## src/rtl/multi_cycle_control_unit.sv

```systemverilog
// Control unit for a pipelined core: same-cycle decode of data-processing, memory
// and branch instructions, plus sequencing of block transfers into per-register micro-ops.
module multi_cycle_control_unit #(
    parameter int unsigned NUM_REGS = 16,
    parameter int unsigned IDX_W    = 4
) (
    input  logic                clk,
    input  logic                rst,
    input  logic                instr_valid,
    input  logic                hazard,
    input  logic                flush,
    input  logic [1:0]          mode,
    input  logic [3:0]          opcode,
    input  logic                S,
    input  logic [NUM_REGS-1:0] reg_list,
    output logic                B,
    output logic                update_status_reg,
    output logic                WB_Enable,
    output logic                mem_read,
    output logic                mem_write,
    output logic [3:0]          execute_command,
    output logic [IDX_W-1:0]    uop_reg,
    output logic [IDX_W:0]      uop_offset,
    output logic                uop_active,
    output logic                stall
);

    localparam int unsigned OFF_W = IDX_W + 1;

    localparam logic [1:0] MODE_DP  = 2'b00;
    localparam logic [1:0] MODE_MEM = 2'b01;
    localparam logic [1:0] MODE_BR  = 2'b10;
    localparam logic [1:0] MODE_BLK = 2'b11;

    localparam logic [3:0] OP_CMP = 4'b1010;
    localparam logic [3:0] OP_TST = 4'b1000;
    localparam logic [3:0] OP_MEM = 4'b0010;
    localparam logic [3:0] CMD_ADD = 4'b0010;

    if (2 ** IDX_W != NUM_REGS) begin : g_param_check
        $error("multi_cycle_control_unit: 2**IDX_W must equal NUM_REGS");
    end

    typedef enum logic [1:0] {
        IDLE  = 2'b00,
        BURST = 2'b01
    } state_e;

    state_e                state_q, state_d;
    logic [NUM_REGS-1:0]   remaining_q, remaining_d;
    logic [OFF_W-1:0]      counter_q, counter_d;

    // Data-processing opcode to ALU command.
    function automatic logic [3:0] dp_cmd(input logic [3:0] op);
        case (op)
            4'b1101: dp_cmd = 4'b0001;
            4'b1111: dp_cmd = 4'b1001;
            4'b0100: dp_cmd = 4'b0010;
            4'b0101: dp_cmd = 4'b0011;
            4'b0010: dp_cmd = 4'b0100;
            4'b0110: dp_cmd = 4'b0101;
            4'b0000: dp_cmd = 4'b0110;
            4'b1100: dp_cmd = 4'b0111;
            4'b0001: dp_cmd = 4'b1000;
            4'b1010: dp_cmd = 4'b0100;
            4'b1000: dp_cmd = 4'b0110;
            default: dp_cmd = 4'b0000;
        endcase
    endfunction

    function automatic logic [IDX_W-1:0] lowest_idx(input logic [NUM_REGS-1:0] v);
        lowest_idx = '0;
        for (int i = NUM_REGS - 1; i >= 0; i--) begin
            if (v[i]) lowest_idx = IDX_W'(i);
        end
    endfunction

    function automatic logic [NUM_REGS-1:0] clear_lowest(input logic [NUM_REGS-1:0] v);
        clear_lowest = v & (v - NUM_REGS'(1));
    endfunction

    // Next-state and same-cycle control decode; priority rst > flush > hazard > decode.
    always_comb begin
        state_d           = state_q;
        remaining_d       = remaining_q;
        counter_d         = counter_q;
        B                 = 1'b0;
        update_status_reg = 1'b0;
        WB_Enable         = 1'b0;
        mem_read          = 1'b0;
        mem_write         = 1'b0;
        execute_command   = 4'b0000;
        uop_reg           = '0;
        uop_offset        = '0;
        uop_active        = 1'b0;
        stall             = 1'b0;

        if (rst) begin
            state_d     = IDLE;
            remaining_d = '0;
            counter_d   = '0;
        end else if (flush) begin
            state_d     = IDLE;
            remaining_d = '0;
            counter_d   = '0;
        end else if (hazard) begin
            stall = (state_q == BURST);
        end else begin
            case (state_q)
                IDLE: begin
                    if (instr_valid) begin
                        case (mode)
                            MODE_DP: begin
                                execute_command   = dp_cmd(opcode);
                                update_status_reg = S;
                                WB_Enable         = (dp_cmd(opcode) != 4'b0000) &&
                                                    (opcode != OP_CMP) && (opcode != OP_TST);
                            end
                            MODE_MEM: begin
                                if (opcode == OP_MEM) begin
                                    execute_command = CMD_ADD;
                                    mem_write       = S;
                                    mem_read        = ~S;
                                    WB_Enable       = ~S;
                                end
                            end
                            MODE_BR: begin
                                B = 1'b1;
                            end
                            MODE_BLK: begin
                                if (reg_list != '0) begin
                                    execute_command = CMD_ADD;
                                    mem_write       = S;
                                    mem_read        = ~S;
                                    WB_Enable       = ~S;
                                    uop_active      = 1'b1;
                                    uop_reg         = lowest_idx(reg_list);
                                    uop_offset      = '0;
                                    remaining_d     = clear_lowest(reg_list);
                                    counter_d       = OFF_W'(1);
                                    if (clear_lowest(reg_list) != '0) begin
                                        stall   = 1'b1;
                                        state_d = BURST;
                                    end
                                end
                            end
                            default: ;
                        endcase
                    end
                end
                BURST: begin
                    // IF/ID is frozen here, so mode/S still describe the block instruction.
                    execute_command = CMD_ADD;
                    mem_write       = S;
                    mem_read        = ~S;
                    WB_Enable       = ~S;
                    uop_active      = 1'b1;
                    uop_reg         = lowest_idx(remaining_q);
                    uop_offset      = counter_q;
                    remaining_d     = clear_lowest(remaining_q);
                    counter_d       = counter_q + OFF_W'(1);
                    if (clear_lowest(remaining_q) != '0) begin
                        stall = 1'b1;
                    end else begin
                        state_d = IDLE;
                    end
                end
                default: begin
                    state_d = IDLE;
                end
            endcase
        end
    end

    always_ff @(posedge clk) begin
        if (rst) begin
            state_q     <= IDLE;
            remaining_q <= '0;
            counter_q   <= '0;
        end else begin
            state_q     <= state_d;
            remaining_q <= remaining_d;
            counter_q   <= counter_d;
        end
    end

endmodule

```

## config.mk

```make
export PLATFORM = sky130hd
export DESIGN_NAME = multi_cycle_control_unit
export DESIGN_NICKNAME = d
export VERILOG_FILES = /design/src/rtl/multi_cycle_control_unit.sv
export SDC_FILE = /design/constraint.sdc
export NUM_CORES = 1
export LEC_CHECK = 0
export CAP_MARGIN = 30
export CORE_ASPECT_RATIO = 1.4
export CORE_MARGIN = 4
export CORE_UTILIZATION = 54
export CTS_CLUSTER_SIZE = 20
export DETAILED_ROUTE_END_ITERATION = 7
export MAX_ROUTING_LAYER = met4
export PLACE_DENSITY = 0.87
export SETUP_SLACK_MARGIN = 0.5
export SYNTH_ARGS = -nofsm -noshare
export SYNTH_HDL_FRONTEND = slang
export SYNTH_SLANG_ARGS = --single-unit
```

## constraint.sdc

```tcl
create_clock -name clk -period 3.8 [get_ports clk]
set_input_delay 0.38 -clock clk [delete_from_list [all_inputs] [get_ports clk]]
set_output_delay 0.38 -clock clk [all_outputs]
set_load 0.005 [all_outputs]
```

==> metrics.md <==
| Metric | Value |
|---|---|
| Initial antenna violation count | `0` |
| Critical Path Source Type | `input port` |
| Multi-input logic area | `1530 sq um` |
| Post-layout min period | `between 3 and 4 ns` |
| First-pass GRT wire length | `about 10000 um` |
| RR Startpoint | `remaining_q[5]` |
| Seq/Total Area, Yosys | `a little over a fifth` |
| Fin util | `around three quarters` |
| Maxcap violations | `0` |
| Worst-skew pair later-pin latency | `around 0.26 ns` |
| Fraction of registers with async set/reset | `0%` |
| Vias in the first global route | `2265` |
| Placed inst area | `2500 sq um` |
| Non-filler cells, final | `slightly below 400` |
| Post-synth top area share | `between 20% and 30%` |
| Worst Max-Slew Pin Slew | `between 0.7 and 0.8 ns` |
| Critical Path Source | `reg_list[7]` |
| Final period util | `between 80% and 90%` |
| Peak Freq | `approximately 0.31 GHz` |
| Status | `finished clean` |
| Register Area | `roughly 420 sq um` |
| Synth warn | `0` |
| Drt drc | `0` |
| Clk slew on worst S/H paths | `0.08 ns` |
| Crit path DAT | `between 2 and 3 ns` |
| Netlist cell types | `between 50 and 60` |
| Antenna diodes | `0` |
| Most frequent cells after synthesis | `47 x nor2_1, 27 x nand2_1, 24 x a21oi_1, 24 x o21ai_0, 21 x dfxtp_1` |
| Initial core utilization | `between 50 and 60%` |
| Die W | `around 60 um` |
| Post-Route Setup TNS | `0 ns` |
| Area delta synth->final | `30.8%` |
| Detailed Route Iter0 Violations | `240` |
| # H-tree levels | `1` |
| Drt pass-1 iters | `5` |
| Critical-path maximum fanout | `5` |
| Clk sinks | `21` |
| Mean Syn Cell Area | `roughly 6.7 sq um` |
| Count leader, synth | `nor2_1` |
| GRT Overall Usage | `27.5%` |
| Req. time, crit path | `about 3.4 ns` |
| Hold Path Class | `register to register` |
| Die height | `approximately 80 um` |
| Hold Violations, Final | `0` |
| CTS buffer count | `3` |
| Final setup vio count | `0` |
| Critical setup path kind | `input port to output pin` |
| Clk Tree Root Cell | `clkbuf_8` |
| Cell Rows | `26` |
| Synth Flop Type | `dfxtp_1` |
| Leak Pwr | `approximately 0.96 nW` |
| Crit end category | `output pin` |
| Routed Antenna Nets | `0` |
| DP HPWL | `4660 um` |
| Pwr dens | `192 nW/um^2` |
| Routed len/inst | `16.4 um` |
| DR vias | `about 2600` |
| Grt total ovfl | `0` |
| FF+latch count, synth | `21` |
| Hold path startpoint | `counter_q[4]` |
| Layout cell share with drive strength beyond 1 | `under 10%` |
| Slew HR | `a little over half` |
| Io pins | `between 40 and 50` |
| WL final | `6330 um` |
| Full die area | `around 4800 sq um` |
| Post-CTS Hold Buffers | `0` |
| Synth top area cells | `dfxtp_1 21%, nor2_1 8.8%, a21oi_1 6.0%` |
| Core footprint | `between 3000 and 4000 sq um` |
| Syn Nets | `approximately 330` |
| Clk buf depth | `2` |
| Via density | `6.63` |
| Fin nets | `around 380` |
| Filler Cell Count | `slightly below 300` |
| Setup Skew | `about 0.0013 ns` |
| TritonCTS clock tree | `built` |
| Placer Congestion | `~0.97` |
| RSZ-0062 raised after global routing | `false` |
| Dpl cells | `between 300 and 400` |
| Post-synth EDFFs | `0` |
| PortBufs | `47` |
| Syn Inst Count | `between 300 and 400` |
| Layout Cell Area excl Fill | `2640 sq um` |
| Slew Viols, Final | `0` |
| Largest net degree at the start of global routing | `23` |
| Post-synth top area cell | `dfxtp_1` |
| Mapped Area | `slightly above 2000 sq um` |
| Max VDD drop | `about 0.21 mV` |
[path summary, 6_finish.rpt]
check                  to  slack, ns  depth (start not counted)
max reg2reg    state_q[0]       1.83                          6
max            uop_reg[2]       0.62                          9
min reg2reg  counter_q[4]       0.46                          1
min          counter_q[4]       0.46                          1
[kinds of logic (layout without fill, tap and decap cells)]
kind of cell             after synthesis  count (layout)  share of synthesized area (%)
AND/OR/NAND/NOR                      139             139                           34.7
AO/OA/AOI/OAI                        103             103                           33.6
buffers and inverters                 29              71                           5.65
flip-flops                            21              21                           20.9
adder cells (fa/ha/maj)                8               8                           4.66
multiplexers                           1               1                          0.559
[critical path, stage by stage]
cell	delay (ns)
clkdlybuf4s50_1	0.61
nor4_4	0.07
buf_4	0.16
a41oi_1	0.30
nand2_1	0.16
a2111oi_1	0.41
a31oi_1	0.07
nor2_1	0.12
clkdlybuf4s50_1	0.52
[sequential cells by signal, indices dropped and copies added, names as in the netlist]
signal and count:
remaining_q 15, counter_q 5, state_q 1
[through the flow]
step	hold slack (ns)	worst slack (ns)	power, mW
after floorplan	0.423	1.60	0.295
after global placement	0.455	0.449	0.354
after detailed placement	0.452	0.258	0.355
after CTS	0.468	0.531	0.500
after global routing	0.503	0.492	0.528
final	0.462	0.621	0.506
[repair_timing]
action / in CTS / in global routing
setup endpoints to repair: 1 / 3
cloned: 0 / 0
setup buffers: 2 / 2
resized for setup: 4 / 11
pin swaps: 2 / 4
[area by class of cell]
cell class                      count  share of cell area (%)
Tap cell                           42                    1.99
Timing Repair Buffer               56                    20.8
Clock buffer                        4                    1.71
Inverter                           11                    1.57
Sequential cell                    21                    15.9
Multi-Input combinational cell    251                    58.0
[power by group]
part	switching (mW)	total (mW)	internal, mW
clock	0.0730	0.148	0.0747
combinational	0.0768	0.134	0.0569
sequential	0.00265	0.224	0.221
total	0.152	0.506	0.353
[per-layer routing]
layer,part of all wire [%],vias to the layer above,GRT usage [%]
met4,3.2,0,11.8
met2,49,150,43.3
met1,41,1158,35.4
met3,7.4,20,2.57
li1,-,1225,-
met5,0,-,-
[layout by cell type (no fill, tap or decap), types with 6 or more instances in the layout]
| master | n |
|---|---|
| nor2_1 | 47 |
| clkdlybuf4s50_1 | 40 |
| nand2_1 | 26 |
| a21oi_1 | 24 |
| o21ai_0 | 24 |
| dfxtp_1 | 21 |
| nor3_1 | 17 |
| inv_1 | 11 |
| nand3_1 | 9 |
| buf_4 | 9 |
| or3_1 | 7 |
| a211oi_1 | 6 |
(Power assumes the default switching activity.)
